<file path="config.mk">
export PLATFORM = sky130hd
export DESIGN_NAME = vend_indicator
export DESIGN_NICKNAME = d
export VERILOG_FILES = /design/src/rtl/vend_pkg.sv /design/src/rtl/phase_timer.sv /design/src/rtl/vend_indicator.sv
export SDC_FILE = /design/constraint.sdc
export NUM_CORES = 1
export LEC_CHECK = 0
export CAP_MARGIN = 5
export CORE_MARGIN = 1
export CORE_UTILIZATION = 40
export DETAILED_ROUTE_END_ITERATION = 12
export PLACE_DENSITY = 0.66
export SETUP_SLACK_MARGIN = 0.5
export SLEW_MARGIN = 20
export SYNTH_ARGS = -nofsm -noshare
export SYNTH_HDL_FRONTEND = slang
export SYNTH_SLANG_ARGS = --single-unit
</file>
<file path="constraint.sdc">
create_clock -name clk -period 4.25 [get_ports clk]
set_clock_uncertainty 0.15 [all_clocks]
set_input_delay 0.6375 -clock clk [delete_from_list [all_inputs] [get_ports clk]]
set_output_delay 0.6375 -clock clk [all_outputs]
set_load 0.005 [all_outputs]
</file>
<file path="src/rtl/vend_pkg.sv">
// rtl/vend_pkg.sv - shared vend event codes and indicator state encoding
package vend_pkg;

  typedef enum logic [1:0] {
    ST_IDLE  = 2'b00,
    ST_ON    = 2'b01,
    ST_OFF   = 2'b10,
    ST_CHASE = 2'b11
  } state_t;

  localparam logic [1:0] EV_NONE   = 2'b00;
  localparam logic [1:0] EV_SOLD   = 2'b01;
  localparam logic [1:0] EV_CHANGE = 2'b10;
  localparam logic [1:0] EV_FAULT  = 2'b11;

  // Two full rotations of the four-lamp running light
  localparam int CHASE_STEPS = 8;

  function automatic logic [3:0] mask_for(input logic [1:0] code);
    return (code == EV_CHANGE) ? 4'b0011 : 4'b0001;
  endfunction

endpackage

</file>
<file path="src/rtl/phase_timer.sv">
// rtl/phase_timer.sv - free-running phase counter that flags the last cycle of each phase
module phase_timer #(
  parameter int TICK_MAX = 12_500_000
) (
  input  logic clk,
  input  logic rst_n,
  input  logic clear,
  output logic done
);

  localparam int W = $clog2(TICK_MAX);
  localparam logic [W-1:0] LAST = W'(TICK_MAX - 1);

  logic [W-1:0] cnt;

  // Wrapping on done makes back-to-back phases start at zero without help from the FSM
  always_ff @(posedge clk or negedge rst_n) begin
    if (!rst_n) begin
      cnt <= '0;
    end else if (clear || done) begin
      cnt <= '0;
    end else begin
      cnt <= cnt + 1'b1;
    end
  end

  assign done = !clear && (cnt == LAST);

endmodule

</file>
<file path="src/rtl/vend_indicator.sv">
// rtl/vend_indicator.sv - LED blink/chase sequencer for vend events with one pending slot
module vend_indicator
  import vend_pkg::*;
#(
  parameter int TICK_MAX = 12_500_000,
  parameter int BLINKS   = 3
) (
  input  logic       clk,
  input  logic       rst_n,
  input  logic [1:0] flag_sd,
  output logic [3:0] led,
  output logic       busy,
  output logic       drop
);

  localparam int PW = $clog2(BLINKS + 1);
  localparam int SW = $clog2(CHASE_STEPS);
  localparam logic [PW-1:0] PAIR_LAST = PW'(BLINKS);
  localparam logic [SW-1:0] STEP_LAST = SW'(CHASE_STEPS - 1);

  state_t        state;
  logic [3:0]    mask;
  logic [PW-1:0] pair;
  logic [SW-1:0] step;
  logic          pend_valid;
  logic [1:0]    pend_code;

  logic          done;
  logic          event_in;
  logic          seq_end;
  logic          start_now;
  logic [1:0]    start_code;

  phase_timer #(.TICK_MAX(TICK_MAX)) u_timer (
    .clk   (clk),
    .rst_n (rst_n),
    .clear (state == ST_IDLE),
    .done  (done)
  );

  assign event_in = (flag_sd != EV_NONE);
  assign seq_end  = done && (((state == ST_OFF) && (pair == PAIR_LAST)) ||
                             ((state == ST_CHASE) && (step == STEP_LAST)));

  // A held event always wins over one arriving on the same ending edge
  assign start_now  = ((state == ST_IDLE) && event_in) ||
                      (seq_end && (pend_valid || event_in));
  assign start_code = (seq_end && pend_valid) ? pend_code : flag_sd;

  always_ff @(posedge clk or negedge rst_n) begin
    if (!rst_n) begin
      state      <= ST_IDLE;
      mask       <= 4'b0000;
      pair       <= '0;
      step       <= '0;
      pend_valid <= 1'b0;
      pend_code  <= EV_NONE;
      led        <= 4'b0000;
      busy       <= 1'b0;
      drop       <= 1'b0;
    end else begin
      drop <= 1'b0;

      case (state)
        ST_ON:    led <= mask;
        ST_CHASE: led <= 4'b0001 << step[1:0];
        default:  led <= 4'b0000;
      endcase

      if (start_now) begin
        state <= (start_code == EV_FAULT) ? ST_CHASE : ST_ON;
        mask  <= mask_for(start_code);
        pair  <= '0;
        step  <= '0;
        busy  <= 1'b1;
      end else if (seq_end) begin
        state <= ST_IDLE;
        busy  <= 1'b0;
      end else if (done) begin
        case (state)
          ST_ON: begin
            state <= ST_OFF;
            pair  <= pair + 1'b1;
          end
          ST_OFF:   state <= ST_ON;
          ST_CHASE: step  <= step + 1'b1;
          default:  state <= ST_IDLE;
        endcase
      end

      // Pending slot: freed when its event starts, refilled by a same-edge arrival
      if (seq_end) begin
        if (pend_valid) begin
          pend_valid <= event_in;
          pend_code  <= flag_sd;
        end
      end else if ((state != ST_IDLE) && event_in) begin
        if (pend_valid) begin
          drop <= 1'b1;
        end else begin
          pend_valid <= 1'b1;
          pend_code  <= flag_sd;
        end
      end
    end
  end

endmodule

</file>
==> impl_metrics.tcl, run 1 <==
set metrics [dict create \
    syn_nets 232 \
    dieHeight_um 76.56 \
    maxSlewHeadroom_pct 36.26 \
    die_area_um2 5861 \
    place_area_um2 2367 \
    hold_violations 0 \
    drive_gt1_share_pct 11.30 \
    cts_made_buffers 5 \
    max-vdd-ir-drop_v 0.0001480 \
    routedWlPerCell_um 13.07 \
    start_util_pct 42.45 \
    first_global_vias 1563 \
    synth.avg_cell_area_um2 10.11 \
    synthTopCellsByCount "dfrtp_1, nor2_1, nand2_1, xor2_1, nand3_1" \
    die_w_um 76.56 \
    critPathRequiredTime_ps 4340 \
    total_leakage_power_nw 1.102 \
    post-cts-setup-buffers 0 \
    synthMostInstantiatedCell "dfrtp_1" \
    fill_cells 480 \
    ant_nets 0 \
    netlist_instances 220 \
    maxCapViolations 0 \
    grt_max_degree 43 \
    fin_crit_sh_pct 59.65 \
    clockBufferDepth 2 \
    synth_edf_count 0 \
    clk_latency_ps 300 \
    antenna_found_initial 0 \
    synth.distinct_cells 43 \
    crit_type "flop to flop" \
    syn2layout_area_growth_pct 12.89 \
    cts_root_buf "clkbuf_8" \
    synth-seq-cells 42 \
    hp-class "input pin to async pin" \
    cp.arrival_ps 2620 \
    status "completed" \
    clkTransAtPathRegs_ps 80 \
    slew_violations 0 \
    synth_area_leaders "dfrtp_1, nor2_1, xor2_1" \
    startpoint_type "flop" \
    core_um2 5238 \
    num_rows 26 \
    io_pins 10 \
    stdcell_area_um2 2510 \
    cts_tree "done" \
    setup_viol 0 \
    first_pass_iters 5 \
    place_congestion 0.8631 \
    route.vias.total 1564 \
    max_freq_mhz 394.5 \
    yosysWarnings 0 \
    cts_resized 0 \
    clkSinkCount 42 \
    synth_ff_type "dfrtp_1" \
    min_period_ps 2535 \
    synth_top_area_share_pct 47.27 \
    drtIter0Drc 104 \
    fin_setup_tns_ps 0 \
    grt_pass1_wl_um 7044 \
    via_per_inst 5.213 \
    rsz0062_at_grt "false" \
    crit_path_end_kind "flop" \
    ys_seq_area_share_pct 47.27 \
    synth_top_area_cell "dfrtp_1" \
    tightestPinTransition_ps 956.0 \
    antenna_cells 0 \
    worstPathMaxFanout 5 \
    track_usage_pct 15.04 \
    async_flop_share_pct 100.0 \
    netlist_area_um2 2223 \
    ctsHoldBuffers 0 \
    io_buffers 9 \
    power.total_mw 0.8148 \
    hpwl_um 2778 \
    drc 0 \
    nNetsFinal 241 \
    drt-total-wl_um 3922 \
    p_per_area_nw_per_um2 324.6 \
    overflow 0 \
    htreeDepth 2 \
]
==> worst max-delay path: stages, from the launching register on <==
cell     delay (ps)
dfrtp_1         420
ha_1            210
ha_1            240
mux2i_1         450
nor4_1          110
ha_1            230
o21ai_0         230
o21ai_0         120
a21oi_1         160
a22o_1          150
==> path summary, 6_finish.rpt <==
kind	from	end	slack [ps]	cells after the start
worst min register to register	mask[0]$_DFFE_PN0P_	mask[0]$_DFFE_PN0P_	330	1
worst max register to register	step[1]$_DFFE_PN0P_	state[1]$_DFFE_PN0P_	1710	9
max in group asynchronous	rst_n	pair[0]$_DFFE_PN0P_	3060	1
worst min-delay path	rst_n	mask[0]$_DFFE_PN0P_	320	1
worst max-delay path	step[1]$_DFFE_PN0P_	state[1]$_DFFE_PN0P_	1710	9
min in group clk	mask[0]$_DFFE_PN0P_	mask[0]$_DFFE_PN0P_	330	1
==> logic make-up (layout without fill, tap and decap cells) <==
family,Yosys count,in the layout,synth area share [%]
and+or+nand+nor,107,107,27.18
muxes,5,5,2.532
DFF,42,42,47.27
AOI/OAI and AO/OA,24,24,7.710
buffers and inverters,12,22,2.139
xor gates and xnor gates,22,22,8.667
adders and majority gates,8,8,4.502
==> power breakdown <==
| group | internal (mW) | switching [mW] | leakage (nW) |
|---|---|---|---|
| Sequential | 0.404 | 0.00241 | 0.537 |
| Clock | 0.250 | 0.134 | 0.0714 |
| Combinational | 0.00980 | 0.0141 | 0.493 |
==> flip-flops by register name, summed over array words and instances (netlist names) <==
register and cells:
mask 2, step 3, pair 2, u_timer.cnt 24, state 2, busy 1, drop 1, pend_code 2
pend_valid 1, led 4
==> layer usage <==
metal	global-route usage [%]	vias to the layer above	wire (um)	part of all wire, %
met5	0	-	0	0
met4	6.154	0	54	1.4
met3	3.593	6	111	2.8
met2	23.69	17	1745	44
met1	19.77	747	2010	51
li1	-	794	-	-
==> area by class of cell <==
class	instances	area [um^2]	share of cell area (%)
Tap cell	70	87.58	3.490
Timing Repair Buffer	9	85.08	3.390
Multi-Input combinational cell	166	1125	44.82
Clock inverter	2	60.06	2.393
Clock buffer	6	82.58	3.290
Sequential cell	42	1051	41.87
Inverter	5	18.77	0.7478
==> metrics by stage <==
| stage | worst slack (ps) | hold WS (ps) | instances | utilization [%] |
|---|---|---|---|---|
| after floorplan | 1946 | 191.9 | 220 | - |
| after global placement | 1815 | 316.8 | 292 | 45.20 |
| after detailed placement | 1761 | 320.7 | 292 | 45.20 |
| after CTS | 1742 | 339.5 | 300 | 47.92 |
| after global routing | 1556 | 358.6 | 300 | 47.92 |
| final | 1715 | 315.5 | 300 | 47.92 |
==> cells in the final DEF, fill, tap and decap left out, types with 2 or more instances in the layout <==
cell / Yosys / routed
and4_1: 2 / 2
nand4_1: 6 / 6
nor3_1: 6 / 6
ha_1: 8 / 8
o211ai_1: 2 / 2
a32o_1: 2 / 2
a21oi_1: 4 / 4
xor2_1: 14 / 14
nand2_1: 17 / 17
o21ai_0: 6 / 6
nor4_1: 4 / 4
and3_1: 5 / 5
nor4_2: 2 / 2
mux2i_1: 3 / 3
nor2_2: 2 / 2
nand3_1: 13 / 13
and2_1: 2 / 2
nor2_1: 34 / 34
dfrtp_1: 42 / 42
nand3_4: 2 / 2
xnor2_1: 8 / 8
inv_1: 5 / 5
a22o_1: 6 / 6
clkbuf_8: 0 / 6
clkdlybuf4s50_1: 0 / 8
bufinv_16: 0 / 2
(Power assumes the default switching activity.)
==> inputs of run 2 (changes only) <==
==> constraint.sdc (replaced) <==
create_clock -name clk -period 2.4 [get_ports clk]
set_clock_uncertainty 0.15 [all_clocks]
set_input_delay 0.36 -clock clk [delete_from_list [all_inputs] [get_ports clk]]
set_output_delay 0.36 -clock clk [all_outputs]
set_load 0.005 [all_outputs]
==> impl_metrics.tcl, run 2 (same netlist as run 1, synthesis figures left out) <==
set metrics [dict create \
    fin_setup_tns_ps 0 \
    fin_crit_sh_pct 94.36 \
    nNetsFinal 271 \
    cts_made_buffers 5 \
    place_congestion 0.8015 \
    num_rows 26 \
    grt_max_degree 18 \
    via_per_inst 5.379 \
    dieHeight_um 76.56 \
    hp-class "flop to flop" \
    layout.cells.non_filler 330 \
    min_period_ps 2265 \
    regMostFlops "u_timer.cnt" \
    grt_pass1_wl_um 8576 \
    fin_ws_ps 135.4 \
    cts_tree "done" \
    slew_violations 0 \
    antenna_found_initial 0 \
    drtIter0Drc 67 \
    mostFrequentLayoutCells "dfrtp_1, buf_4, nor2_1, nand2_1, xor2_1" \
    clkTransAtPathRegs_ps 80 \
    syn2layout_area_growth_pct 39.50 \
    antenna_cells 0 \
    route.vias.total 1775 \
    critPathRequiredTime_ps 2490 \
    maxSlewHeadroom_pct 65.82 \
    r2r_slack_ps 140 \
    stdcell_area_um2 3102 \
    crit_type "flop to flop" \
    worstPathMaxFanout 4 \
    overflow 0 \
    io_buffers 9 \
    tightestPinTransition_ps 508.1 \
    drive_gt1_share_pct 36.92 \
    routedWlPerCell_um 16.00 \
    hold_depth 1 \
    r2r-start "u_timer.cnt[7]$_DFF_PN0_" \
    largest_register_ffs 24 \
    place_area_um2 2540 \
    max_freq_mhz 441.6 \
    ant_nets 0 \
    dp_worst_setup_slack_ps 187.5 \
    start_util_pct 42.45 \
    cp.arrival_ps 2350 \
    min-delay-start "mask[0]$_DFFE_PN0P_" \
    crit_path_end_kind "flop" \
    clk_latency_ps 290 \
    io_pins 10 \
    max-vdd-ir-drop_v 0.0003992 \
    rr_worst_depth 9 \
    hold_violations 0 \
    startpoint_type "flop" \
    status "completed" \
    die_w_um 76.56 \
    layout_commonest_cell "dfrtp_1" \
    power.total_mw 1.242 \
    min_to "mask[0]$_DFFE_PN0P_" \
    rsz0062_at_grt "true" \
    htreeDepth 2 \
    p_per_area_nw_per_um2 400.5 \
    cts_root_buf "clkbuf_8" \
    first_pass_iters 5 \
    first_global_vias 1703 \
    setup_viol 0 \
    clkSinkCount 42 \
    clockBufferDepth 2 \
    r2r_end "state[1]$_DFFE_PN0P_" \
    track_usage_pct 18.75 \
    drc 0 \
    total_leakage_power_nw 1.320 \
    die_area_um2 5861 \
    hpwl_um 3080 \
    dp.cells 303 \
    top_regs "u_timer.cnt: 24 flops, led: 4 flops, step: 3 flops" \
    drt-total-wl_um 5281 \
    maxCapViolations 0 \
    core_um2 5238 \
]
[run 2: cell count changes in the layout (fill, tap and decap cells not counted), moves of 5 or more]
cell	previous run	this run
nor2_4	0	12
nor4_4	0	5
nor2_1	34	17
buf_4	0	18
buf_6	0	7
nor2_2	2	7
[run 2: where the power goes]
part           internal [mW]  switching [mW]
clock network          0.232           0.238
registers              0.715         0.00495
logic                 0.0231          0.0293
total                  0.970           0.272
[run 2: per-stage QoR]
step           util (%)  hold slack [ps]
2_1_floorplan         -           -85.59
3_3_place_gp      48.50            147.9
3_5_place_dp      48.50            152.3
4_1_cts           56.45            327.3
5_1_grt           59.22            351.6
6_report          59.22            322.0
[run 2: repair_timing]
action / 4_1_cts / 5_1_grt
resized for setup: 40 / 24
hold buffers: 1 / 0
setup endpoints to repair: 35 / 37
endpoints found under the hold margin: 15 / 0
buffers inserted: 10 / 5
cloned: 2 / 1
pin swaps: 25 / 13
[run 2: area by class of cell]
| cell class | instances | area [um^2] |
|---|---|---|
| Fill cell | 413 | 2136 |
| Multi-Input combinational cell | 166 | 1446 |
| Sequential cell | 42 | 1056 |
| Timing Repair Buffer | 39 | 401.6 |
| Tap cell | 70 | 87.58 |
| Clock buffer | 7 | 86.33 |
| Inverter | 5 | 18.77 |
| Clock inverter | 1 | 5.005 |
[run 2: worst max-delay path by stage]
stage / startpoint / to / slack [ps] / depth (start not counted)
6_report: u_timer.cnt[7]$_DFF_PN0_ / state[1]$_DFFE_PN0P_ / 140 / 9
2_1_floorplan: u_timer.cnt[0]$_DFF_PN0_ / pend_code[1]$_DFFE_PN0P_ / 370 / 8
3_5_place_dp: u_timer.cnt[0]$_DFF_PN0_ / state[1]$_DFFE_PN0P_ / 190 / 10
4_1_cts: u_timer.cnt[1]$_DFF_PN0_ / state[1]$_DFFE_PN0P_ / 260 / 10
5_1_grt: u_timer.cnt[7]$_DFF_PN0_ / state[1]$_DFFE_PN0P_ / 40 / 9
3_3_place_gp: u_timer.cnt[6]$_DFF_PN0_ / state[1]$_DFFE_PN0P_ / 230 / 9
[run 2: metal layers]
layer  vias to the layer above  share of wire [%]  GRT usage (%)
li1                        856                  -              -
met1                       881                 47          24.94
met2                        32                 49          31.17
met3                         6                3.2          3.593
met4                         0                1.4          5.000
met5                         -                  0              0
[run 2: critical path, stage by stage, from the launching register on]
cell and delay, ps:
dfrtp_2 430, nor4_4 350, nand4_4 160, nor4_4 360
ha_4 210, nand3_2 90, o21ai_2 80, o21ai_2 80
a21oi_2 150, a22o_1 140
==> RTL edit, RTL diff (settings of run 1) <==
Set the package constant `CHASE_STEPS` to 4 (it was 8).
--- a/src/rtl/vend_pkg.sv
+++ b/src/rtl/vend_pkg.sv
@@ -15,5 +15,5 @@
 
   // Two full rotations of the four-lamp running light
-  localparam int CHASE_STEPS = 8;
+  localparam int CHASE_STEPS = 4;
 
   function automatic logic [3:0] mask_for(input logic [1:0] code);
Check against the original RTL: same outputs for any inputs over 10 cycles, from zero or initial values and one cycle with rst_n low; that may be too few to reach the edited logic, so the function may still have changed.
==> RTL edit against run 1 <==
- final area down 5.0%
- wire length up 1.8%
- worst setup slack better by 0.0042 ns
- sequential cell count down 1
- synthesized area down 3.3%
- hold slack worse by 0.0043 ns
- final cell count up 2.0%
- non-clock buffer count up 1
- count of clock-buffer cells in the layout unchanged
- critical path type unchanged
- largest cell class unchanged
- highest routed layer unchanged
Power is not compared: it rests on default switching activity, and its combinational part moved more than twofold at a synthesized area within 25%.
==> RTL edit: results (changes against run 1) <==
- Status: completed
- Largest net degree at the start of global routing: 42 (-2.3%)
- Non-filler instance count after layout: 306 (+2.0%)
- Synth cell count leaders: dfrtp_1 (41), nor2_1 (33), nand2_1 (21)
- Vias in the first global route: 1509 (-3.5%)
- Yosys cell types: 42 (-2.3%)
- Final setup viols: 0 (unchanged)
- Placed cell area: 2300 um^2 (-2.8%)
- Tot GR Track Use: 16.5% (+1.5 points)
- Flop2flop setup slack: 1.72 ns (about the same)
- Top Registers: u_timer.cnt x24, led x4
- Worst-case reg-to-reg path depth: 10 (+1)
- Slowest library cell on the worst path: dfrtp_1
- Seq/Total Area, Yosys: 47.7% (+0.46 points)
- Synth top area cells: dfrtp_1 (48%), nor2_1 (5.8%), xor2_1 (5.3%)
- R2R Path Start: u_timer.cnt[6]
- Post-layout net count: 246 (+2.1%)
- Hold slack final: 0.311 ns (-0.00428 ns)
- Drt first pass iters: 4 (-1)
- Synthesized Nets: 235 (+1.3%)
- Initial DRC Count: 67 (-36%)
- Share of post-route cells with drive strength above 1: 9.32% (-2.0 points)
- Fill cells: 537 (+12%)
- DP HPWL: 2790 um (+0.59%)
- First-pass GRT wire length: 6960 um (-1.2%)
- GP Congestion: 0.802 (-7.1%)
- Placed insts: 298 (+2.1%)
- Worst Setup SP: u_timer.cnt[6]
- Slew at the pin with the worst max-slew slack: 0.874 ns (-0.0816 ns)
- Synth Instances: 224 (+1.8%)
## RTL edit: cell types whose count changed after synthesis, moves of 4 or more
cell	change
a21oi_1	+7
a22o_1	-6
and3_1	+4
nand2_1	+4
nor3_1	-4
o21ai_0	+7
## RTL edit: how the worst min path moves through the flow
stage	start	to	cells after the start
CTS	mask[0]	mask[0]	1
detailed placement	mask[0]	mask[0]	1
floorplan	rst_n	busy	0
finish	rst_n	u_timer.cnt[19]	1
global route	u_timer.cnt[0]	u_timer.cnt[0]	1
global placement	u_timer.cnt[0]	u_timer.cnt[0]	1
## RTL edit: area by class of cell
| cell class | count | area (um^2) | area share (%) |
|---|---|---|---|
| tap | 70 | 87.6 | 3.67 |
| clock buffer | 6 | 72.6 | 3.04 |
| timing repair buffer | 10 | 92.6 | 3.88 |
| multi-input combinational | 170 | 1070 | 44.8 |
| sequential | 41 | 1030 | 43.0 |
| clock inverter | 2 | 10.0 | 0.420 |
| inverter | 7 | 26.3 | 1.10 |
## RTL edit: stage by stage
stage          setup WS, ns  util, %
2_1_floorplan          2.13        -
3_3_place_gp           1.74     44.8
3_5_place_dp           1.73     44.8
4_1_cts                1.72     46.4
5_1_grt                1.49     46.4
6_report               1.72     46.4
## RTL edit: critical path: cells and delay by family (launching register included)
kind / cells / cell delay (ns)
fa+ha+maj: 1 / 0.25
flops: 1 / 0.46
simple gates: 4 / 0.88
compound gates: 5 / 0.71
## RTL edit: cells by family after synthesis
family                   after synthesis  synth area share, %
adder cells (fa/ha/maj)                7                 4.07
buffers and inverters                 13                 2.56
AO/OA/AOI/OAI                         39                 10.9
XOR/XNOR                              19                 7.74
AND/OR/NAND/NOR                      100                 24.6
multiplexers                           5                 2.39
flip-flops                            41                 47.7
## RTL edit: metal layers
| layer | wire length, um | global-route usage (%) | vias up |
|---|---|---|---|
| li1 | - | - | 802 |
| met5 | 0 | 0 | - |
| met2 | 1810 | 25.0 | 20 |
| met1 | 2020 | 23.0 | 777 |
| met4 | 56 | 5.56 | 0 |
| met3 | 113 | 4.50 | 7 |
## RTL edit: power groups by stage
stage / logic [uW] / clock network [uW] / registers [uW]
finish: 283 / 243 / 551
global route: 330 / 270 / 566
CTS: 284 / 251 / 550
detailed placement: 283 / 0 / 557
global placement: 279 / 0 / 555
floorplan: 215 / 0 / 534
